File: src/rtl/mmr_fifo.sv
// Memory-mapped transmit FIFO: bus writes push entries, a valid/ready consumer drains them.
// A status/control register exposes the fill level and flags, and accepts flush/clear commands.
module mmr_fifo #(
   parameter int unsigned ABITS      = 32,
   parameter int unsigned PBITS      = 32,
   parameter int unsigned DBITS      = 8,
   parameter int unsigned DEPTH_LOG2 = 3,
   parameter logic [ABITS-1:0] ADDR  = '0,
   parameter logic [ABITS-1:0] SADDR = ADDR + ABITS'(1)
) (
   input  logic             clk,
   input  logic             reset_n,
   input  logic             strobe,
   input  logic             rw,
   input  logic [ABITS-1:0] addr,
   input  logic [PBITS-1:0] d_in,
   output logic [PBITS-1:0] d_out,
   output logic [DBITS-1:0] out_data,
   output logic             out_valid,
   input  logic             out_ready
);

   localparam int unsigned DEPTH = 1 << DEPTH_LOG2;
   localparam logic [DEPTH_LOG2:0]   FULL_CNT = {1'b1, {DEPTH_LOG2{1'b0}}};
   localparam logic [DEPTH_LOG2-1:0] PTR_ONE  = (DEPTH_LOG2)'(1);
   localparam logic [DEPTH_LOG2:0]   CNT_ONE  = (DEPTH_LOG2 + 1)'(1);

   logic [DBITS-1:0]      mem [DEPTH];
   logic [DEPTH_LOG2-1:0] rd_ptr_q, rd_ptr_d;
   logic [DEPTH_LOG2-1:0] wr_ptr_q, wr_ptr_d;
   logic [DEPTH_LOG2:0]   count_q, count_d;
   logic                  overflow_q, overflow_d;
   logic [PBITS-1:0]      d_out_q, d_out_d;

   logic             push, pop, full, push_ok, ctrl_wr, flush;
   logic [PBITS-1:0] status;

   assign out_valid = (count_q != '0);
   assign out_data  = mem[rd_ptr_q];
   assign d_out     = d_out_q;

   assign full    = (count_q == FULL_CNT);
   assign push    = strobe & rw & (addr == ADDR);
   assign pop     = out_valid & out_ready;
   // A full FIFO still takes a push when the head leaves in the same cycle.
   assign push_ok = push & (~full | pop);
   assign ctrl_wr = strobe & rw & (addr == SADDR);
   assign flush   = ctrl_wr & d_in[0];

   always_comb begin
      status                 = '0;
      status[DEPTH_LOG2:0]   = count_q;
      status[16]             = ~out_valid;
      status[17]             = full;
      status[18]             = overflow_q;
   end

   always_comb begin
      rd_ptr_d   = rd_ptr_q;
      wr_ptr_d   = wr_ptr_q;
      count_d    = count_q;
      overflow_d = overflow_q;
      d_out_d    = d_out_q;

      // Flush wins over a concurrent pop; that beat is lost to the consumer.
      if (flush) begin
         rd_ptr_d = '0;
         wr_ptr_d = '0;
         count_d  = '0;
      end else begin
         if (push_ok) wr_ptr_d = wr_ptr_q + PTR_ONE;
         if (pop)     rd_ptr_d = rd_ptr_q + PTR_ONE;
         if (push_ok && !pop)      count_d = count_q + CNT_ONE;
         else if (!push_ok && pop) count_d = count_q - CNT_ONE;
      end

      if (push && !push_ok)          overflow_d = 1'b1;
      else if (ctrl_wr && d_in[1])   overflow_d = 1'b0;

      if (strobe && !rw) begin
         if (addr == SADDR)     d_out_d = status;
         else if (addr == ADDR) d_out_d = '0;
      end
   end

   always_ff @(posedge clk or negedge reset_n) begin
      if (!reset_n) begin
         rd_ptr_q   <= '0;
         wr_ptr_q   <= '0;
         count_q    <= '0;
         overflow_q <= 1'b0;
         d_out_q    <= '0;
      end else begin
         rd_ptr_q   <= rd_ptr_d;
         wr_ptr_q   <= wr_ptr_d;
         count_q    <= count_d;
         overflow_q <= overflow_d;
         d_out_q    <= d_out_d;
      end
   end

   // Storage is deliberately left out of reset.
   always_ff @(posedge clk) begin
      if (push_ok) mem[wr_ptr_q] <= d_in[DBITS-1:0];
   end

endmodule

File: config.mk
export PLATFORM = sky130hd
export DESIGN_NAME = mmr_fifo
export DESIGN_NICKNAME = d
export VERILOG_FILES = /design/src/rtl/mmr_fifo.sv
export SDC_FILE = /design/constraint.sdc
export NUM_CORES = 1
export LEC_CHECK = 0
export CAP_MARGIN = 20
export CORE_MARGIN = 4
export CORE_UTILIZATION = 51
export CTS_CLUSTER_SIZE = 40
export DETAILED_ROUTE_END_ITERATION = 12
export PLACE_DENSITY = 0.85
export RECOVER_POWER = 25
export SETUP_SLACK_MARGIN = 0.1
export SLEW_MARGIN = 20
export SYNTH_ARGS = -nofsm -noshare
export SYNTH_HDL_FRONTEND = slang
export SYNTH_SLANG_ARGS = --single-unit
export TNS_END_PERCENT = 1
File: constraint.sdc
create_clock -name clk -period 4.95 [get_ports clk]
set_input_delay 0.7425 -clock clk [delete_from_list [all_inputs] [get_ports clk]]
set_output_delay 0.7425 -clock clk [all_outputs]
set_load 0.05 [all_outputs]
== Word level (Yosys, flattened, before mapping) ==
Memory sizes are Yosys's and may differ from the RTL's.
Index checks and enable logic that the tools add are counted.
Operators by class
  eq/ne operators: 2
  divide/modulo/power cells: 0
  order comparisons: 0
  bitwise operators: 9
  multiply operators: 0
  mux-type cells: 13
  shift operators: 0
  reductions and logical operators: 16
  add/sub/neg operators: 4
Operators with widths (count)
  $mux W32: 2
  $eq A32 B1 Y1 const B: 1
  $logic_not A32 Y1: 1
  $mux W3: 4
  $mux W4: 3
  $reduce_bool A2 Y1: 4
  $add A3 B1 Y3 const B: 2
  $and A1 B1 Y1: 6
  $logic_and A1 B1 Y1: 5
  $add A4 B1 Y4 const B: 1
  $eq A4 B4 Y1 const B: 1
  $mux W1: 4
  $reduce_bool A4 Y1: 1
  $sub A4 B1 Y4 const B: 1
  $logic_not A1 Y1: 3
  $reduce_bool A3 Y1: 1
  $not A1 Y1: 2
  $reduce_and A2 Y1: 1
  $or A1 B1 Y1: 1
Storage, ports and cells
  bits in registers: 43
  word-level logic and storage cells: 50
  output and inout bits: 41
  latch bits: 0
  bits in read-only memories: 0
  bits in writable memories: 64
  memories: 1
  input port bits: 69
Memories
  mem: words 8, width 8, rd ports 1, clocked after memory_dff 0, write ports 1, RTL line 28  | logic [DBITS-1:0] mem [DEPTH];

== Longest topological paths before layout ==
Gate-level depths: netlist of the first run.
  word-level depth: 9
  mapped depth: 10
  gate-level depth less buffers: 10

== Worst setup path before layout of the first run ==
No wires, ideal clock.
  path type: input port to flip-flop
  from: in addr[22]
  to: reg count_q[3]
  slack: 1.906 ns
  arrival: 2.962 ns
  stages on the path: 10
  required time: 4.868 ns
  library setup time: 0.082 ns
  path buffers: 0
  cells stage by stage: nor4_2 > nand4_2 > nor3_1 > nand3_1 > ha_1 > a21o_1 > a21o_1 > nor4b_1 > mux2i_1 > a31oi_1
Between the ends
  longest elaborated chain between the ends: 6
  elaborated cells on any way between the ends: 12
  those cells by class: 1 x eq/ne; 2 x mux; 4 x bitwise; 5 x reduce/logical
Ends and longest elaborated chain
  start: declaration: RTL line 15  | input logic [ABITS-1:0] addr,
  $logic_not A32 Y1: RTL line 43  | assign push = strobe & rw & (addr == ADDR);
  $and A1 B1 Y1: RTL line 43
  $and A1 B1 Y1: RTL line 46  | assign push_ok = push & (~full | pop);
  $logic_and A1 B1 Y1 / $logic_not A1 Y1 (equally long branches): RTL line 73, 74
  $mux W4 / $logic_and A1 B1 Y1 (equally long branches): RTL line 73, 74
  $mux W4 / $reduce_bool A3 Y1 (equally long branches)
  end signal: assignment: RTL line 96  | count_q <= count_d;
  end: declaration: RTL line 31  | logic [DEPTH_LOG2:0] count_q, count_d;
Several ways; a longest one is shown, not always the timed one.
A chain may end at the register's enable or synchronous reset.

== Worst setup path in the final report of the first run ==
  from: reg rd_ptr_q[0]
  to: out out_data[6]
Between the ends
  longest elaborated chain between the ends: 1
Ends and longest elaborated chain
  start: declaration: RTL line 29  | logic [DEPTH_LOG2-1:0] rd_ptr_q, rd_ptr_d;
  start signal: assignment: RTL line 94  | rd_ptr_q <= rd_ptr_d;
  $mem_v2 Z8 W8
  end: declaration: RTL line 18  | output logic [DBITS-1:0] out_data,
Every way passes these cells.

==> flow_metrics.env, run 1 <==
export IMPL_status="finished clean"
export IMPL_synth_seq_cells=82
export IMPL_combPwrFrac_pct=32.9
export IMPL_cts_tree="yes"
export IMPL_post_drt_wl_per_cell_microns=16.66
export IMPL_crit_arrival_ns=2.69
export IMPL_p_int_uw=1391
export IMPL_antenna_found_initial=0
export IMPL_chipWidth_microns=94.08
export IMPL_die_area_sq_um=8850
export IMPL_syn_cell_area_sq_um=3779
export IMPL_cp_endpoint="out_data[6]"
export IMPL_yosys_top_cells_count="edfxtp_1 (64), buf_4 (25), dfrtp_1 (18)"
export IMPL_diodes=0
export IMPL_ir_worst_vdd_v=0.0002296
export IMPL_crit_buf_inv=1
export IMPL_synth_top_area_share_pct=50.86
export IMPL_slew_violations=0
export IMPL_switchingPower_uw=720.2
export IMPL_clock_sink_count=82
export IMPL_worstReg2RegStart="count_q[3]$_DFFE_PN0P_"
export IMPL_synth_area_leader_cell="edfxtp_1"
export IMPL_async_flop_share_pct=21.95
export IMPL_cts_root_buf="clkbuf_8"
export IMPL_clock_power_share_pct=24.9
export IMPL_rsz0062_at_grt="false"
export IMPL_cpLargestDelayFamily="multiplexers"
export IMPL_grt_pass1_vias=2241
export IMPL_ys_top_cells_by_area="edfxtp_1 (51%), dfrtp_1 (12%), mux4_2 (9.5%)"
export IMPL_port_buffers=60
export IMPL_synth_compound_area_share_pct=4.702
export IMPL_synth_xor_area_share_pct=0.9272
export IMPL_synth_mux_area_share_pct=12.45
export IMPL_tightest_slew_ns=0.9668
export IMPL_via_per_inst=5.281
export IMPL_ioPinCount=110
export IMPL_power_frac_seq_pct=42.2
export IMPL_synth_fa_ha_area_share_pct=1.854
export IMPL_crit_path_cell_trace="mux4_2, mux2_2, clkdlybuf4s50_1"
export IMPL_place_hpwl_mm=4.783
export IMPL_synth_edff_count=64
export IMPL_period_needed_ns=3.428
export IMPL_drive_gt1_share_pct=17.92
export IMPL_hold_class="reg2reg"
export IMPL_p_leak_uw=0.001638
export IMPL_maxCapViolations=0
export IMPL_path_depth=3
export IMPL_clockBufferDepth=2
export IMPL_power_density_nw_per_um2=458.5
export IMPL_finalSetupViolations=0
export IMPL_crit_slowest_cell="dfrtp_2"
export IMPL_cts_hold_buf=0
export IMPL_dr_first_iter_drc_count=94
export IMPL_r2r_cells=5
export IMPL_postCtsSetupBuffers=0
export IMPL_track_usage_pct=17.21
export IMPL_rows=31
export IMPL_final_util_pct=63.82
export IMPL_fin_nets=387
export IMPL_critPathCaptureType="output pin"
export IMPL_synth_simple_area_share_pct=9.934
export IMPL_clkTransAtPathRegs_ns=0.08
export IMPL_slew_limit_headroom_pct=35.31
export IMPL_timing_setup_tns_ns=0
export IMPL_gp_congestion=0.7748
export IMPL_timing_hold_violations_final=0
export IMPL_cts_htree_levels=3
export IMPL_insertion_delay_ns=0.36
export IMPL_drt_wl_total_mm=6.947
export IMPL_die_h_microns=94.08
export IMPL_synth_cell_types=48
export IMPL_period_share_pct=69.25
export IMPL_synth_top_family_by_area="multiplexers"
export IMPL_crit_path_max_incr_delay_ns=0.76
export IMPL_reg2reg_slack_ns=2.09
export IMPL_path_max_fanout=18
export IMPL_drc=0
export IMPL_clock_skew_ns=0.01454
export IMPL_yosys_warnings=0
export IMPL_start_kind="flip-flop"
export IMPL_path_class="reg2out"
export IMPL_fmax_mhz=291.7
export IMPL_core_sq_um=7214
export IMPL_worstPathRequired_ns=4.21
export IMPL_synth_seq_area_share_pct=62.78
export IMPL_cts_resized=0
export IMPL_startpoint="rd_ptr_q[0]$_DFFE_PN0P_"
export IMPL_grt_pass1_wl_mm=11.26
export IMPL_start_util_pct=52.38
export IMPL_synthCells=250
export IMPL_synth_most_common_cell="edfxtp_1"
export IMPL_cts_buffers=9
export IMPL_p_sw_share_pct=34.12
export IMPL_grt_max_degree=19
export IMPL_timing_rr_end="mem[6][2]$_DFFE_PP_"
export IMPL_synth_area_per_cell_sq_um=15.11
export IMPL_area_delta_synth_final_pct=21.85
export IMPL_drtAntennaViolNets=0
export IMPL_ys_flop_type="edfxtp_1"
export IMPL_total_power_uw=2111
export IMPL_grt_overflow_total=0
export IMPL_dr_pass1_iters=4
export IMPL_vias=2202
-- power by group through the flow --
| stage | sequential (uW) | clock [uW] | combinational [uW] |
|---|---|---|---|
| detailed placement | 909 | 0 | 700 |
| CTS | 894 | 533 | 704 |
| global placement | 906 | 0 | 685 |
| floorplan | 805 | 0 | 630 |
| global route | 908 | 568 | 742 |
| finish | 890 | 526 | 695 |
-- sequential cells by signal, indices dropped and copies added (netlist names) --
name / flops
d_out: 7
count_q: 4
wr_ptr_q: 3
mem: 64
rd_ptr_q: 3
overflow_q: 1
-- layout make-up --
| type | instances | area [sq um] |
|---|---|---|
| Sequential cell | 82 | 2374 |
| Inverter | 10 | 37.54 |
| Multi-Input combinational cell | 147 | 1227 |
| Tap cell | 99 | 123.9 |
| Fill cell | 530 | 2610 |
| Timing Repair Buffer | 63 | 623.1 |
| Clock buffer | 10 | 127.6 |
| Clock inverter | 6 | 91.34 |
-- worst reg2reg max path, stage by stage, from the launching register on --
cell     delay, ns
dfrtp_1       0.47
nor2b_1       0.19
a21oi_1       0.29
or4b_4        0.53
or2_1         0.29
nor2_1        0.72
-- worst min-delay path by stage --
stage / cells past startpoint / to / from / slack [ns]
after floorplan: 0 / count_q[0]$_DFFE_PN0P_ / reset_n / 0.45
after global placement: 2 / d_out[18]$_DFFE_PN0P_ / d_out[18]$_DFFE_PN0P_ / 0.54
after detailed placement: 2 / d_out[3]$_DFFE_PN0P_ / d_out[3]$_DFFE_PN0P_ / 0.53
after CTS: 2 / d_out[18]$_DFFE_PN0P_ / d_out[18]$_DFFE_PN0P_ / 0.55
after global routing: 1 / overflow_q$_DFFE_PN0P_ / overflow_q$_DFFE_PN0P_ / 0.58
final: 2 / d_out[18]$_DFFE_PN0P_ / d_out[18]$_DFFE_PN0P_ / 0.54
-- stage by stage --
step                      hold WS [ns]  worst slack (ns)  area (sq um)  cells
after CTS                       0.5523             1.088          4603    417
after floorplan                 0.4469             1.906          3869    274
after global placement          0.5355             1.268          4379    401
after global routing            0.5830             1.369          4604    417
after detailed placement        0.5319             1.183          4384    401
final                           0.5445             1.522          4604    417
-- routing by layer --
layer	vias to the layer above	wire, microns	GRT usage, %	share of wire, %
li1	1029	-	-	-
met1	1062	2731	21.70	39
met2	96	3461	27.74	50
met3	15	611	5.288	8.8
met4	0	143	6.980	2.1
met5	-	0	0	0
-- cell families (layout without fill, tap and decap cells) --
kind of cell | after synthesis | after routing
AO/OA/AOI/OAI | 26 | 26
buffers and inverters | 45 | 89
flip-flops | 82 | 82
multiplexers | 26 | 26
other | 1 | 25
adder cells (fa/ha/maj) | 5 | 5
AND/OR/NAND/NOR | 61 | 61
XOR/XNOR | 4 | 4
-- cell usage in the layout, fill, tap and decap left out, drive strengths merged, types with 6 or more instances in the layout --
cell type      count
mux2               8
dlygate4sd3        6
edfxtp            64
mux4              16
nand2              7
clkbuf            10
conb              25
clkdlybuf4s50     54
o21ai              6
a21oi              9
inv               10
nor3               7
nor2               9
dfrtp             18
nor4               7
nand3              8
Note: power is estimated with default switching activity, not from simulation.
==> run 2: changes to the inputs <==
- CORE_UTILIZATION: 51 -> 47
- PLACE_DENSITY: 0.85 -> 0.79
- clock period: 4.95 -> 3.39 ns (I/O delays scaled with it)
==> flow_metrics.env, run 2 (same netlist as run 1, synthesis figures left out) <==
export IMPL_rows=32
export IMPL_start_kind="flip-flop"
export IMPL_track_usage_pct=15.09
export IMPL_dr_first_iter_drc_count=66
export IMPL_maxCapViolations=0
export IMPL_drt_wl_total_mm=6.907
export IMPL_ioPinCount=110
export IMPL_vias=2280
export IMPL_hold_class="reg2reg"
export IMPL_diodes=0
export IMPL_crit_arrival_ns=2.55
export IMPL_largest_reg_flops=64
export IMPL_start_util_pct=48.65
export IMPL_grt_pass1_wl_mm=11.25
export IMPL_gp_congestion=0.7839
export IMPL_status="finished clean"
export IMPL_cts_resized=0
export IMPL_period_needed_ns=3.060
export IMPL_rsz0062_at_grt="false"
export IMPL_grt_max_degree=19
export IMPL_tightest_slew_ns=0.8053
export IMPL_layout_common_cells="edfxtp_1 (64), clkdlybuf4s50_1 (54), conb_1 (25), dfrtp_1 (18), buf_4 (18)"
export IMPL_drtAntennaViolNets=0
export IMPL_hp_start="d_out[18]$_DFFE_PN0P_"
export IMPL_layout_commonest_cell="edfxtp_1"
export IMPL_core_sq_um=7767
export IMPL_post_drt_wl_per_cell_microns=15.88
export IMPL_critPathCaptureType="output pin"
export IMPL_die_area_sq_um=9538
export IMPL_dpl_instance_area_sq_um=4496
export IMPL_die_h_microns=97.67
export IMPL_fmax_mhz=326.8
export IMPL_clock_sink_count=82
export IMPL_timing_setup_tns_ns=0
export IMPL_holdWs_ns=0.5456
export IMPL_drc=0
export IMPL_worstReg2RegStart="count_q[0]$_DFFE_PN0P_"
export IMPL_clkTransAtPathRegs_ns=0.08
export IMPL_antenna_found_initial=0
export IMPL_chipWidth_microns=97.67
export IMPL_port_buffers=60
export IMPL_grt_overflow_total=0
export IMPL_regMostFlops="mem"
export IMPL_grt_pass1_vias=2402
export IMPL_area_delta_synth_final_pct=25.03
export IMPL_startpoint="rd_ptr_q[0]$_DFFE_PN0P_"
export IMPL_postCtsSetupBuffers=0
export IMPL_worstPathRequired_ns=2.88
export IMPL_cts_hold_buf=0
export IMPL_p_leak_uw=0.001723
export IMPL_drive_gt1_share_pct=21.02
export IMPL_via_per_inst=5.241
export IMPL_dr_pass1_iters=4
export IMPL_clockBufferDepth=2
export IMPL_cts_buffers=9
export IMPL_insertion_delay_ns=0.34
export IMPL_cts_tree="yes"
export IMPL_timing_hold_violations_final=0
export IMPL_ir_worst_vdd_v=0.0003038
export IMPL_fin_nets=402
export IMPL_cts_htree_levels=3
export IMPL_cts_root_buf="clkbuf_8"
export IMPL_path_class="reg2out"
export IMPL_path_max_fanout=18
export IMPL_finalSetupViolations=0
export IMPL_final_cell_area_sq_um=4725
export IMPL_power_density_nw_per_um2=660.1
export IMPL_period_share_pct=90.26
export IMPL_slew_violations=0
export IMPL_clock_skew_ns=0.008715
export IMPL_place_hpwl_mm=4.942
export IMPL_slew_limit_headroom_pct=46.14
-- run 2: final timing paths --
check	cells after the start	slack (ns)	endpoint
min	2	0.55	d_out[18]$_DFFE_PN0P_
max	4	0.33	out_data[1]
min in group asynchronous	1	0.62	d_out[2]$_DFFE_PN0P_
max reg2reg	9	0.70	count_q[3]$_DFFE_PN0P_
max in group asynchronous	1	2.26	count_q[0]$_DFFE_PN0P_
min reg2reg	2	0.55	d_out[18]$_DFFE_PN0P_
-- run 2: routing by layer --
metal  vias up  global-route usage (%)  part of all wire [%]
li1       1057                       -                     -
met1      1138                   18.29                    41
met2        77                   26.30                    52
met3         8                   3.805                   6.0
met4         0                   5.005                  0.90
met5         -                       0                     0
-- run 2: power breakdown --
part | switching (uW) | leakage, uW | internal, uW
logic | 627 | 0.000815 | 503
clock network | 328 | 0.000117 | 457
registers | 77.7 | 0.000790 | 1130
total | 1030 | 0.00172 | 2090
-- run 2: area by class of cell --
| cell class | instances | area (sq um) |
|---|---|---|
| fillers | 620 | 3043 |
| repair buffers | 78 | 735.7 |
| inverters | 10 | 37.54 |
| flip-flops and latches | 82 | 2372 |
| clock buffers | 12 | 155.1 |
| clock inverters | 4 | 73.82 |
| well taps | 102 | 127.6 |
| multi-input cells | 147 | 1222 |
-- run 2: critical path, cell delays in order, from the launching register on --
cell and delay (ns):
dfrtp_1 0.33, buf_4 0.33, mux4_2 0.56, mux2_2 0.28, clkdlybuf4s50_1 0.70
-- run 2: through the flow --
stage          std cells  setup WS (ns)  utilization, %  total power [uW]
6_report             435         0.3304           60.82              3118
4_1_cts              435         0.2912           60.82              3153
5_1_grt              435         0.1997           60.82              3273
3_3_place_gp         419         0.2537           57.88              2347
2_1_floorplan        274         0.5797               -              2095
3_5_place_dp         419         0.1938           57.88              2370
==> run 3: changes to the inputs <==
==> constraint.sdc (replaced) <==
create_clock -name clk -period 3.39 [get_ports clk]
set_input_delay 0.678 -clock clk [delete_from_list [all_inputs] [get_ports clk]]
set_output_delay 0.678 -clock clk [all_outputs]
set_load 0.05 [all_outputs]
==> flow_metrics.env, run 3 (same netlist as run 1, synthesis figures left out) <==
export IMPL_status="finished clean"
export IMPL_drive_gt1_share_pct=23.35
export IMPL_final_cell_area_sq_um=4713
export IMPL_critPathCaptureType="flip-flop"
export IMPL_rows=32
export IMPL_fmax_mhz=338.5
export IMPL_ioPinCount=110
export IMPL_layout_commonest_cell="edfxtp_1"
export IMPL_grt_overflow_total=0
export IMPL_layout_common_cells="edfxtp_1 (64), clkdlybuf4s50_1 (46), buf_4 (27), conb_1 (25), dfrtp_1 (18)"
export IMPL_p_leak_uw=0.001732
export IMPL_core_sq_um=7767
export IMPL_worstReg2RegStart="count_q[0]$_DFFE_PN0P_"
export IMPL_period_needed_ns=2.954
export IMPL_post_drt_wl_per_cell_microns=16.50
export IMPL_die_area_sq_um=9538
export IMPL_r2r_cells=9
export IMPL_cts_tree="yes"
export IMPL_reg2reg_slack_ns=0.75
export IMPL_vias=2307
export IMPL_antenna_found_initial=0
export IMPL_largest_reg_flops=64
export IMPL_clock_skew_ns=0.01162
export IMPL_diodes=0
export IMPL_insertion_delay_ns=0.35
export IMPL_drtAntennaViolNets=0
export IMPL_cts_htree_levels=3
export IMPL_period_share_pct=87.14
export IMPL_dr_first_iter_drc_count=135
export IMPL_cpLargestDelayFamily="simple AND/OR/NAND/NOR gates"
export IMPL_regMostFlops="mem"
export IMPL_cts_root_buf="clkbuf_8"
export IMPL_cts_resized=0
export IMPL_timing_hold_violations_final=0
export IMPL_grt_pass1_vias=2292
export IMPL_crit_slowest_cell="or4b_4"
export IMPL_startpoint="addr[30]"
export IMPL_drt_wl_total_mm=7.195
export IMPL_start_kind="input port"
export IMPL_crit_path_max_incr_delay_ns=0.53
export IMPL_path_depth=8
export IMPL_cp_endpoint="mem[0][0]$_DFFE_PP_"
export IMPL_slew_violations=0
export IMPL_via_per_inst=5.291
export IMPL_port_buffers=60
export IMPL_tightest_slew_ns=0.8213
export IMPL_worstPathRequired_ns=3.43
export IMPL_timing_rr_end="count_q[3]$_DFFE_PN0P_"
export IMPL_maxCapViolations=0
export IMPL_place_hpwl_mm=5.064
export IMPL_gp_congestion=0.7776
export IMPL_dr_pass1_iters=4
export IMPL_dpl_instance_area_sq_um=4483
export IMPL_grt_max_degree=19
export IMPL_fin_nets=403
export IMPL_die_h_microns=97.67
export IMPL_finalSetupViolations=0
export IMPL_hold_class="reg2reg"
export IMPL_power_density_nw_per_um2=657.7
export IMPL_hold_depth=2
export IMPL_clock_sink_count=82
export IMPL_drc=0
export IMPL_clockBufferDepth=2
export IMPL_cts_buffers=9
export IMPL_crit_path_cell_trace="clkdlybuf4s50_1, nor4_2, nand4_2, buf_4, or4b_4, or2_1, nor3_1, buf_4"
export IMPL_crit_arrival_ns=3.00
export IMPL_timing_setup_tns_ns=0
export IMPL_crit_top_cell="buf_4"
export IMPL_ir_worst_vdd_v=0.0002385
export IMPL_cts_hold_buf=0
export IMPL_grt_pass1_wl_mm=11.69
export IMPL_path_class="in2reg"
export IMPL_path_max_fanout=8
export IMPL_chipWidth_microns=97.67
export IMPL_slew_limit_headroom_pct=45.07
export IMPL_postCtsSetupBuffers=0
export IMPL_rsz0062_at_grt="false"
export IMPL_start_util_pct=48.65
export IMPL_clkTransAtPathRegs_ns=0.08
export IMPL_crit_buf_inv=3
export IMPL_track_usage_pct=15.71
export IMPL_area_delta_synth_final_pct=24.74
-- run 3: changes by cell type in the layout (fill, tap and decap cells not counted) --
cell / delta
buf_4: +9
clkbuf_1: +1
clkbuf_16: +1
clkbuf_8: -2
clkdlybuf4s50_1: -8
clkinv_4: +1
inv_6: -1
-- run 3: per-stage QoR --
stage	hold slack (ns)	setup slack (ns)	power (uW)	util, %	cells
after floorplan	0.3824	0.4102	2095	-	274
after global placement	0.5206	0.1337	2319	57.72	420
after detailed placement	0.5378	0.03438	2342	57.72	420
after CTS	0.5544	0.4072	3133	60.68	436
after global routing	0.5781	0.1470	3263	60.68	436
final	0.5479	0.4361	3100	60.68	436
-- run 3: worst min-delay path, stage by stage, from the launching register on --
cell,delay (ns)
dfrtp_1,0.38
inv_1,0.05
o21ai_0,0.07
-- run 3: final cells by class --
type | instances | area, sq um
Inverter | 10 | 37.54
Clock inverter | 4 | 73.82
Tap cell | 102 | 127.6
Timing Repair Buffer | 79 | 723.2
Clock buffer | 12 | 156.4
Sequential cell | 82 | 2372
Multi-Input combinational cell | 147 | 1222
Fill cell | 600 | 3054
-- run 3: metal layers --
| metal | wire (microns) | global-route usage [%] | vias to the layer above |
|---|---|---|---|
| met4 | 51 | 4.473 | 0 |
| met2 | 3706 | 26.04 | 88 |
| met5 | 0 | 0 | - |
| li1 | - | - | 1060 |
| met1 | 2933 | 19.95 | 1151 |
| met3 | 504 | 4.882 | 8 |
-- run 3: where the power goes --
group	total [uW]	switching [uW]	internal, uW	leakage (uW)
Sequential	1240	118	1120	0.000790
Combinational	1060	590	475	0.000827
Clock	793	332	460	0.000116
-- run 3: worst min-delay path by stage --
stage	start	end	slack [ns]
finish	d_out[16]$_DFFE_PN0P_	d_out[16]$_DFFE_PN0P_	0.55
floorplan	reset_n	count_q[0]$_DFFE_PN0P_	0.38
global route	d_out[3]$_DFFE_PN0P_	d_out[3]$_DFFE_PN0P_	0.58
CTS	d_out[18]$_DFFE_PN0P_	d_out[18]$_DFFE_PN0P_	0.55
detailed placement	overflow_q$_DFFE_PN0P_	overflow_q$_DFFE_PN0P_	0.54
global placement	overflow_q$_DFFE_PN0P_	overflow_q$_DFFE_PN0P_	0.52
